<file path="config.mk">
export PLATFORM = sky130hd
export DESIGN_NAME = sobel_gradient_stream
export DESIGN_NICKNAME = d
export VERILOG_FILES = /design/src/rtl/sobel_gradient_stream.sv
export SDC_FILE = /design/constraint.sdc
export NUM_CORES = 1
export LEC_CHECK = 0
export BUFFER_PORTS_ARGS = -buffer_cell sky130_fd_sc_hd__buf_2
export CORE_ASPECT_RATIO = 0.75
export CORE_MARGIN = 2
export CORE_UTILIZATION = 40
export DETAILED_ROUTE_END_ITERATION = 8
export SLEW_MARGIN = 0
export SYNTH_ARGS = -nofsm -noshare
export SYNTH_HDL_FRONTEND = slang
export SYNTH_SLANG_ARGS = --single-unit
</file>
<file path="constraint.sdc">
create_clock -name clk -period 7.8 [get_ports clk]
set_clock_uncertainty 0.1 [all_clocks]
set_input_delay 1.56 -clock clk [delete_from_list [all_inputs] [get_ports clk]]
set_output_delay 1.56 -clock clk [all_outputs]
set_load 0.02 [all_outputs]
</file>
<file path="src/rtl/sobel_gradient_stream.sv">
// ---------------------------------------------------------------------------
// sobel_gradient_stream
//
// Streaming 3x3 Sobel stage for the Canny edge pipeline. Raster-order pixels
// come in, two line buffers hold the previous two lines, and a signed Gx/Gy
// pair goes out for every interior pixel of the frame (border centres are
// skipped). There is one output register with a valid/ready handshake and a
// latency of one cycle from the accepting edge.
//
// Ports
//   clk        in   rising-edge clock
//   rst        in   synchronous, active-high reset
//   pix_in     in   unsigned pixel, raster order
//   pix_sof    in   marks pixel (0,0) of a frame (qualified by pix_valid)
//   pix_valid  in   pix_in / pix_sof valid
//   pix_ready  out  stage can accept a pixel this cycle
//   gx, gy     out  signed gradients, PIX_W+3 bits
//   out_last   out  set on the final interior result of a frame
//   out_valid  out  gx / gy / out_last valid
//   out_ready  in   downstream accepts the result this cycle
// ---------------------------------------------------------------------------
module sobel_gradient_stream #(
    parameter int IMG_WIDTH  = 64,
    parameter int IMG_HEIGHT = 64,
    parameter int PIX_W      = 8
) (
    input  logic                    clk,
    input  logic                    rst,
    input  logic [PIX_W-1:0]        pix_in,
    input  logic                    pix_sof,
    input  logic                    pix_valid,
    output logic                    pix_ready,
    output logic signed [PIX_W+2:0] gx,
    output logic signed [PIX_W+2:0] gy,
    output logic                    out_last,
    output logic                    out_valid,
    input  logic                    out_ready
);

    localparam int GW = PIX_W + 3;
    localparam int XW = $clog2(IMG_WIDTH);
    localparam int YW = $clog2(IMG_HEIGHT);
    localparam logic [XW-1:0] X_MAX = XW'(IMG_WIDTH - 1);
    localparam logic [YW-1:0] Y_MAX = YW'(IMG_HEIGHT - 1);

    // Zero-extend an unsigned pixel into the signed gradient width.
    function automatic logic signed [GW-1:0] ext(input logic [PIX_W-1:0] v);
        return $signed({3'b000, v});
    endfunction

    logic [XW-1:0] x_q, x_d, x_cur;
    logic [YW-1:0] y_q, y_d, y_cur;

    // Line buffers: lb_old holds line y-2, lb_new holds line y-1. Not reset;
    // a result needs y>=2, by which point both lines have been rewritten.
    logic [PIX_W-1:0] lb_old [IMG_WIDTH];
    logic [PIX_W-1:0] lb_new [IMG_WIDTH];

    // Only the two older window columns are stored; the newest column is
    // the one arriving this cycle (two line-buffer reads plus pix_in).
    logic [PIX_W-1:0] win_q [3][2];
    logic [PIX_W-1:0] win_d [3][2];
    logic [PIX_W-1:0] col_new [3];

    logic                 in_xfer, emit, last_pix;
    logic signed [GW-1:0] gx_calc, gy_calc;
    logic signed [GW-1:0] gx_q, gx_d, gy_q, gy_d;
    logic                 out_valid_q, out_valid_d, out_last_q, out_last_d;

    assign pix_ready = !out_valid_q || out_ready;
    assign in_xfer   = pix_valid && pix_ready;
    assign gx        = gx_q;
    assign gy        = gy_q;
    assign out_valid = out_valid_q;
    assign out_last  = out_last_q;

    // A start-of-frame pixel is placed at (0,0) whatever the counters say.
    always_comb begin
        x_cur = x_q;
        y_cur = y_q;
        if (pix_valid && pix_sof) begin
            x_cur = '0;
            y_cur = '0;
        end
    end

    always_comb begin
        col_new[0] = lb_old[x_cur];
        col_new[1] = lb_new[x_cur];
        col_new[2] = pix_in;
    end

    assign emit     = in_xfer && (x_cur >= XW'(2)) && (y_cur >= YW'(2));
    assign last_pix = (x_cur == X_MAX) && (y_cur == Y_MAX);

    always_comb begin
        x_d = x_q;
        y_d = y_q;
        if (in_xfer) begin
            if (x_cur == X_MAX) begin
                x_d = '0;
                y_d = (y_cur == Y_MAX) ? '0 : y_cur + 1'b1;
            end else begin
                x_d = x_cur + 1'b1;
                y_d = y_cur;
            end
        end
    end

    always_comb begin
        for (int r = 0; r < 3; r++) begin
            for (int c = 0; c < 2; c++) begin
                win_d[r][c] = win_q[r][c];
            end
        end
        if (in_xfer) begin
            for (int r = 0; r < 3; r++) begin
                win_d[r][0] = win_q[r][1];
                win_d[r][1] = col_new[r];
            end
        end
    end

    // p[r][0] = win_q[r][0], p[r][1] = win_q[r][1], p[r][2] = col_new[r].
    // Each partial sum tops out at 4*(2^PIX_W-1), which fits GW signed bits.
    always_comb begin
        gx_calc = (ext(col_new[0]) + (ext(col_new[1]) <<< 1) + ext(col_new[2]))
                - (ext(win_q[0][0]) + (ext(win_q[1][0]) <<< 1) + ext(win_q[2][0]));
        gy_calc = (ext(win_q[2][0]) + (ext(win_q[2][1]) <<< 1) + ext(col_new[2]))
                - (ext(win_q[0][0]) + (ext(win_q[0][1]) <<< 1) + ext(col_new[0]));
    end

    // emit implies pix_ready, so a held (stalled) result is never overwritten.
    always_comb begin
        out_valid_d = out_valid_q;
        out_last_d  = out_last_q;
        gx_d        = gx_q;
        gy_d        = gy_q;
        if (emit) begin
            out_valid_d = 1'b1;
            out_last_d  = last_pix;
            gx_d        = gx_calc;
            gy_d        = gy_calc;
        end else if (out_valid_q && out_ready) begin
            out_valid_d = 1'b0;
        end
    end

    always_ff @(posedge clk) begin
        if (in_xfer) begin
            lb_old[x_cur] <= lb_new[x_cur];
            lb_new[x_cur] <= pix_in;
        end
    end

    always_ff @(posedge clk) begin
        if (rst) begin
            x_q         <= '0;
            y_q         <= '0;
            out_valid_q <= 1'b0;
            out_last_q  <= 1'b0;
            gx_q        <= '0;
            gy_q        <= '0;
            for (int r = 0; r < 3; r++) begin
                for (int c = 0; c < 2; c++) begin
                    win_q[r][c] <= '0;
                end
            end
        end else begin
            x_q         <= x_d;
            y_q         <= y_d;
            out_valid_q <= out_valid_d;
            out_last_q  <= out_last_d;
            gx_q        <= gx_d;
            gy_q        <= gy_d;
            for (int r = 0; r < 3; r++) begin
                for (int c = 0; c < 2; c++) begin
                    win_q[r][c] <= win_d[r][c];
                end
            end
        end
    end

endmodule

</file>
## Word-level counts from Yosys, hierarchy flattened

Memory sizes are Yosys's and may differ from the RTL's.
Index checks and enable logic that the tools add are counted.

| word-level totals | value |
|---|---|
| register bits | 36 |
| latch bits | 0 |
| RAM bits | 1,072 |
| ROM bits | 0 |
| bits of input ports | 13 |
| word-level logic and storage cells | 59 |
| memories | 3 |

Memory list:

| name | depth | width | rd ports | clocked after memory_dff | write ports | line | text |
|---|---|---|---|---|---|---|---|
| lb_new | 64 | 8 | 1 | 0 | 1 | 57 | `logic [PIX_W-1:0] lb_new [IMG_WIDTH];` |
| lb_old | 64 | 8 | 1 | 0 | 1 | 56 | `logic [PIX_W-1:0] lb_old [IMG_WIDTH];` |
| win_q | 3 | 16 | 3 | 0 | 3 | 61 | `logic [PIX_W-1:0] win_q [3][2];` |

| cells by class | value |
|---|---|
| $add $sub $neg | 12 |
| multiply operators | 0 |
| div/mod/pow operators | 0 |
| order comparisons | 2 |
| equal/unequal tests | 2 |
| shifts and indexed selects | 0 |
| multiplexer cells | 19 |
| bitwise logic cells | 6 |
| reductions and logical operators | 9 |

Operators with widths:

| operator | number |
|---|---|
| 48-bit 2-to-1 mux | 1 |
| 8-bit 2-to-1 mux | 6 |
| 10-bit by 8-bit adder with 11-bit output | 4 |
| 8-bit by 9-bit adder with 10-bit output | 4 |
| 6-bit 2-to-1 mux | 5 |
| 11-bit subtractor | 2 |
| 6-bit by 1-bit adder with 6-bit output (second input constant) | 2 |
| 6-bit == test (second input constant) | 2 |
| 6-bit by 2-bit greater-or-equal comparator with 1-bit output (second input constant) | 2 |
| 1-bit 2-to-1 mux | 7 |
| 1-bit logical AND | 6 |
| 1-bit OR | 6 |
| 2-bit nonzero test | 1 |
| 1-bit logical NOT | 1 |
| 1-bit logical OR | 1 |

## Logic depth before layout (Yosys ltp)

Gate-level depths: netlist of the first run.

| logic depth | value |
|---|---|
| word-level depth | 6 |
| gate-level depth with buffers | 25 |
| depth with buffers taken out | 20 |

## Least setup slack after synthesis of the first run

No wires, ideal clock.

| timing path | value |
|---|---|
| path kind | in2reg |
| start | input port pix_sof |
| end | register gx_q[9] (netlist: gx[9]) |
| library setup time | 0.091 ns |
| data arrival time | 7.987 ns |
| required time | 7.609 ns |
| setup slack | -0.378 ns |
| stages | 22 |
| buffers on the path | 3 |
| path through | buf_2 -> and2_1 -> buf_4 -> nor2_8 -> buf_4 -> a2bb2oi_1 -> a31oi_1 -> or4_1 -> nor2_1 -> fa_1 -> inv_1 -> ha_1 -> fa_1 -> inv_1 -> ha_1 -> fa_1 -> a21o_1 -> a21oi_1 -> o21bai_1 -> a2111oi_0 -> o21ai_0 -> a311oi_1 |

RTL lines:

| item | line | text |
|---|---|---|
| start: declaration | 30 | `input logic pix_sof,` |
| end signal: assignment | 174 | `gx_q <= gx_d;` |
| end: declaration | 67 | `logic signed [GW-1:0] gx_q, gx_d, gy_q, gy_d;` |

==> reports/qor.yml, run 1 <==
clocking:
  cts_tree: "yes"
  clockBufferDepth: 3
  post_cts_resize_count: 0
  clk_pin_slew_ns: 0.07
  clkLatencyLatePin_ns: 0.71
  post-cts-setup-buffer-count: 0
  ctsRootBufferMaster: "clkbuf_16"
  cts-htree-levels: 3
  ctsHoldBuffers: 0
  cts.sink_count: 1108
  numCtsBuffers: 102
grt:
  grt_pass1_wl_um: 186000
  grt_max_degree: 69
  grt-ovfl-total: 0
  antenna_found_initial: 6
  grt_pass1_vias: 25500
  grt.total_usage: 0.225
logic_synthesis:
  synth_cell_type_count: 76
  ys_ff_latch: 1108
  synth_nets: 3074
  synth_top_flop_cell: "edfxtp_1"
  synth_area_mm2: 0.0450
  ys.warnings.count: 0
  syn_avg_cell_area_um2: 15.2
  syn_inst: 2971
  async_reset_ff_frac: 0
  synth_edf_count: 1024
  yosysSeqAreaShare: 0.720
routing:
  drtIter0Drc: 3719
  wl_per_cell_um: 27.4
  wirelength_met1_um: 57700
  top_layer_used: "met4"
  dr_wl_met2_um: 54800
  met3_length_um: 14300
  vias_per_cell: 5.75
  drtAntennaViolNets: 0
  vias: 27200
  firstDrtPassIters: 6
  wl_um: 130000
  drc_errors: 0
layout:
  fin_cells: 4734
  layout-drive-gt1-share: 0.140
  final_nets: 3241
  syn_to_final_growth_pct: 14.0
  fin_util: 0.460
setup_path:
  worstSetupEndpointType: "flip-flop"
  start_kind: "input port"
  path_max_fanout: 32
  worst-setup-path-type: "input port to flip-flop"
  reg2reg_slack_ns: 1.07
  worstPathArrival_ns: 7.44
  worstPathRequired_ns: 8.31
timing:
  hold_slack_ns: 0.351
  rsz0062_at_grt: "no"
  fmax_ghz: 0.144
  tightest_slew_ns: 1.34
  hold_viol: 0
  finalCritPeriodShare: 0.887
  setup_viol: 0
  relSlewSlack: 0.0932
  finalSetupTns_ns: 0
  period_minus_slack_ns: 6.92
  slew_violations: 0
die:
  die_h_um: 295
  die_w_um: 391
  start_util: 0.404
  rows: 106
  coreArea_mm2: 0.112
  io_pins: 38
  die-area_mm2: 0.115
min_path:
  hold_path.class: "flip-flop to flip-flop"
power:
  power_per_cell_area_mw_per_mm2: 254
  power_leakage_nw: 17.1
  peakVddDrop_mv: 0.174
outcome:
  status: "completed"
place:
  place_inst: 4546
  dp_hpwl_um: 82200
  io_buffers: 37
  gp_congestion: 0.918
job:
  cap_violations: 0
==> cells in the final DEF (no fill, tap or decap), types with 11 or more instances in the layout <==
cell type,instances
nand2_1,356
clkinv_2,16
buf_4,191
or4_1,23
buf_2,37
edfxtp_1,1024
mux2_2,21
inv_1,71
ha_1,28
o21ai_0,19
buf_12,17
a2bb2oi_1,204
nor2_1,96
and3_1,11
clkbuf_1,24
fa_1,62
dfxtp_1,83
o22ai_1,25
nand3_1,145
a21oi_1,73
nor2b_1,11
clkbuf_16,105
a31oi_1,109
clkinv_1,23
o31ai_1,15
mux2i_1,223
==> worst max-delay path, cell delays in order <==
cell,delay [ns]
buf_2,0.19
a21boi_2,0.33
and2_4,0.64
buf_12,0.26
a2bb2oi_1,0.10
a31oi_1,0.63
or4_1,0.32
nor2_1,0.11
fa_1,0.49
inv_1,0.05
fa_1,0.49
fa_1,0.49
inv_1,0.04
ha_1,0.31
a21o_1,0.17
a21oi_1,0.19
o21bai_1,0.11
a2111oi_0,0.48
o21ai_0,0.15
a311oi_1,0.26
==> layer usage <==
metal / vias to the layer above / track usage
li1: 11800 / -
met1: 13800 / 0.349
met2: 1465 / 0.314
met3: 176 / 0.0541
met4: 0 / 0.0587
met5: - / 0
==> cell families after synthesis <==
group,Yosys count,share of synthesized area
adders and majority gates,90,0.0353
muxes,247,0.0563
buffers and inverters,255,0.0262
DFF,1108,0.720
AOI/OAI and AO/OA,545,0.0898
and+or+nand+nor,721,0.0711
xor gates and xnor gates,5,0.000973
==> final timing paths <==
path,startpoint,cells after the start,to
worst max register to register,x_q[2],19,gx[9]
worst min register to register,gy[1],2,gy[1]
worst max-delay path,pix_valid,20,gx[9]
worst min-delay path,gy[1],2,gy[1]
==> Yosys cell counts, types with 6 or more instances <==
cell type / count / area, um2
edfxtp_1: 1024 / 30700
nand2_1: 357 / 1340
mux2i_1: 223 / 2230
a2bb2oi_1: 204 / 1790
nand3_1: 145 / 726
nor2_1: 112 / 420
a31oi_1: 109 / 682
dfxtp_1: 84 / 1680
buf_2: 77 / 385
a21oi_1: 73 / 365
inv_1: 71 / 267
clkbuf_1: 68 / 255
fa_1: 62 / 1240
ha_1: 28 / 350
o22ai_1: 25 / 156
or4_1: 23 / 173
buf_4: 22 / 165
mux2_2: 21 / 236
o21ai_0: 19 / 95.1
o31ai_1: 15 / 113
and2_1: 12 / 75.1
and3_1: 11 / 68.8
nor2b_1: 11 / 68.8
a211oi_1: 10 / 75.1
nor3_1: 10 / 50.1
o211ai_1: 10 / 75.1
or3_1: 10 / 62.6
buf_1: 9 / 33.8
nand4_1: 8 / 50.1
buf_6: 6 / 67.6
o21a_1: 6 / 45.0
o221ai_1: 6 / 52.6
==> sequential cells by signal, indices dropped and copies added (netlist names) <==
register	flops
gx	11
gy	11
x_q	6
lb_old	512
win_q	48
lb_new	512
y_q	6
out_last	1
out_valid	1
==> cell type report <==
type	count	area, um2
Antenna cell	1	2.50
Clock buffer	131	2730
Clock inverter	56	497
Fill cell	9664	60200
Inverter	73	279
Multi-Input combinational cell	1608	11500
Sequential cell	1108	32400
Tap cell	1512	1890
Timing Repair Buffer	245	1960
==> where the power goes <==
part	leakage [nW]	internal, W	switching, W
Combinational	5.67	0.000554	0.000937
Clock	1.57	0.00274	0.00221
Sequential	9.88	0.00658	0.0000237
==> metrics by stage <==
stage / worst slack (ns) / area (um2) / total power [W]
floorplan: 0.0349 / 45000 / 0.00767
global placement: 0.330 / 48100 / 0.00821
detailed placement: 0.312 / 48100 / 0.00821
CTS: 1.03 / 51300 / 0.0131
global route: 0.452 / 51300 / 0.0135
finish: 0.879 / 51300 / 0.0130
(Power assumes the default switching activity.)
==> run 2, diff against run 1 <==
==> constraint.sdc (replaced) <==
create_clock -name clk -period 7.1 [get_ports clk]
set_clock_uncertainty 0.1 [all_clocks]
set_input_delay 1.065 -clock clk [delete_from_list [all_inputs] [get_ports clk]]
set_output_delay 1.065 -clock clk [all_outputs]
set_load 0.02 [all_outputs]
==> run 2 against run 1 <==
Effect of this change: clock power is 7.3% higher; largest cell class unchanged; register-to-register slack lost 0.51 ns; cell count is 1.6% higher; first-iteration DRC count is 9.7% lower; routed wire length fell by 0.44%; setup slack worse by 0.36 ns; critical path depth increased by 5; highest routed layer is now met5.
==> reports/qor.yml, run 2 (same netlist as run 1, synthesis figures left out) <==
outcome:
  status: "completed"
layout:
  layout_common_cells: "edfxtp_1 (1024), nand2_1 (356), buf_4 (250)"
  final_common_cell: "edfxtp_1"
  final_area_mm2: 0.0520  # +1.2%
  final_nets: 3314  # +2.3%
  layout-drive-gt1-share: 0.156  # +0.0166
  syn_to_final_growth_pct: 15.4
  reg_top3: "lb_new (512), lb_old (512), win_q (48)"
place:
  placed_cell_area_mm2: 0.0488  # +1.4%
  gp_congestion: 0.899  # -2.1%
  pre_cts_slack_ns: -0.106  # -0.418 ns
  dp_hpwl_um: 83700  # +1.8%
  io_buffers: 37  # unchanged
min_path:
  hold_path_end: "gx[1]"
  worstHoldPathCells: 2  # unchanged
  worstHoldStart: "gx[1]"
  hold_path.class: "flip-flop to flip-flop"
job:
  cap_violations: 0  # unchanged
setup_path:
  worstSetupEndpointType: "flip-flop"
  worstPathArrival_ns: 7.08  # -0.36 ns
  start_kind: "input port"
  reg2reg_slack_ns: 0.56  # -0.51 ns
  path_max_fanout: 29  # -9.4%
  crit_top_cell: "fa_1"
  reg2reg_from: "x_q[2]"
  cp_top_family: "compound AO/OA/AOI/OAI gates"
  critPathBufInv: 8  # +4
  ff2ff_path_depth: 19  # unchanged
  slowest_stage: "a2111oi_0"
  worst-setup-path-type: "input port to flip-flop"
  r2r-end: "gx[9]"
  slowest_delay_ns: 0.51  # -0.13 ns
  worstPathRequired_ns: 7.60  # -0.71 ns
die:
  start_util: 0.404  # unchanged
  io_pins: 38  # unchanged
  rows: 106  # unchanged
  die-area_mm2: 0.115  # unchanged
  die_h_um: 295  # unchanged
  coreArea_mm2: 0.112  # unchanged
  die_w_um: 391  # unchanged
clocking:
  post_cts_resize_count: 0  # unchanged
  cts-htree-levels: 3  # unchanged
  ctsHoldBuffers: 0  # unchanged
  cts.sink_count: 1108  # unchanged
  cts_tree: "yes"
  clk_pin_slew_ns: 0.06  # about the same
  clkLatencyLatePin_ns: 0.72  # about the same
  ctsRootBufferMaster: "clkbuf_16"
  numCtsBuffers: 103  # +0.98%
  clockBufferDepth: 3  # unchanged
  post-cts-setup-buffer-count: 0  # unchanged
timing:
  period_minus_slack_ns: 6.58
  rsz0062_at_grt: "no"
  fmax_ghz: 0.152
  relSlewSlack: 0.186  # +0.0925
  setup_ws_ns: 0.519  # -0.360 ns
  hold_viol: 0  # unchanged
  tightest_slew_ns: 1.22  # -0.123 ns
  setup_viol: 0  # unchanged
  slew_violations: 0  # unchanged
  finalCritPeriodShare: 0.927
power:
  seq_power_share: 0.503  # -0.003
  power_w: 0.0144  # +11%
  clockPowerShare: 0.368  # -0.011
  netSwitchingFraction: 0.246  # +0.00287
  intPower_w: 0.0109  # +10%
  p_sw_w: 0.00355  # +12%
  power_per_cell_area_mw_per_mm2: 278  # +9.3%
  power_leakage_nw: 17.5  # +2.4%
  combPwrFrac: 0.130  # +0.016
  peakVddDrop_mv: 0.181  # +4.0%
routing:
  drtAntennaViolNets: 0  # unchanged
  firstDrtPassIters: 6  # unchanged
  wl_per_cell_um: 26.9  # -2.0%
  drtIter0Drc: 3359  # -9.7%
  vias_per_cell: 5.71  # -0.65%
  drc_errors: 0  # unchanged
  vias: 27500  # +0.97%
  wl_um: 129000  # -0.44%
grt:
  grt_max_degree: 82  # +19%
  grt_pass1_wl_um: 186000  # -0.21%
  grt-ovfl-total: 0  # unchanged
  grt.total_usage: 0.224  # -0.00139
  antenna_found_initial: 13  # +7
  grt_pass1_vias: 25900  # +1.7%
-- run 2: final cells by class --
class	instances	area [um2]
diodes	5	12.5
clock buffers	126	2660
clock inverters	62	500
fillers	9642	59600
inverters	73	279
multi-input cells	1608	11500
flip-flops and latches	1108	32400
well taps	1512	1890
repair buffers	317	2660
-- run 2: worst max path at each step --
stage	start	slack [ns]	cells past startpoint	end
floorplan	pix_sof	0.05	22	gx[9]
global placement	pix_valid	-0.06	25	gx[9]
detailed placement	pix_valid	-0.11	25	gx[9]
CTS	pix_valid	0.65	25	gx[9]
global route	pix_valid	0.07	25	gx[9]
finish	pix_valid	0.52	25	gx[9]
-- run 2: layer usage --
metal | up-vias | share of wire | track usage
li1 | 11900 | - | -
met1 | 14100 | 0.45 | 0.341
met2 | 1331 | 0.41 | 0.313
met3 | 172 | 0.11 | 0.0616
met4 | 4 | 0.023 | 0.0598
met5 | - | 0.00020 | 0
-- run 2: worst reg2reg max path: stages (launching register included) --
cell and delay [ns]:
dfxtp_1 0.67, a21boi_2 0.37, and2_4 0.54, buf_12 0.25
a2bb2oi_1 0.10, a31oi_1 0.49, or4_1 0.30, nor2_1 0.13
fa_1 0.52, inv_1 0.06, fa_1 0.50, fa_1 0.50
inv_1 0.07, fa_1 0.38, a21o_1 0.18, a21oi_1 0.23
o21bai_1 0.12, a2111oi_0 0.51, o21ai_0 0.16, a311oi_1 0.26
-- run 2: power groups by stage --
stage                     Sequential [W]  Clock, W  Combinational (W)
after floorplan                  0.00739         0            0.00104
after global placement           0.00740         0            0.00184
after detailed placement         0.00740         0            0.00185
after CTS                        0.00726   0.00538            0.00186
after global routing             0.00726   0.00561            0.00205
final                            0.00726   0.00531            0.00188
-- run 2: metrics by stage --
step	hold WS, ns	util	instances	setup TNS, ns
3_3_place_gp	0.337	0.438	4618	-0.0633
2_1_floorplan	0.327	-	2971	0
5_1_grt	0.367	0.466	4806	0
6_report	0.352	0.466	4811	0
4_1_cts	0.352	0.466	4806	0
3_5_place_dp	0.343	0.438	4618	-0.106
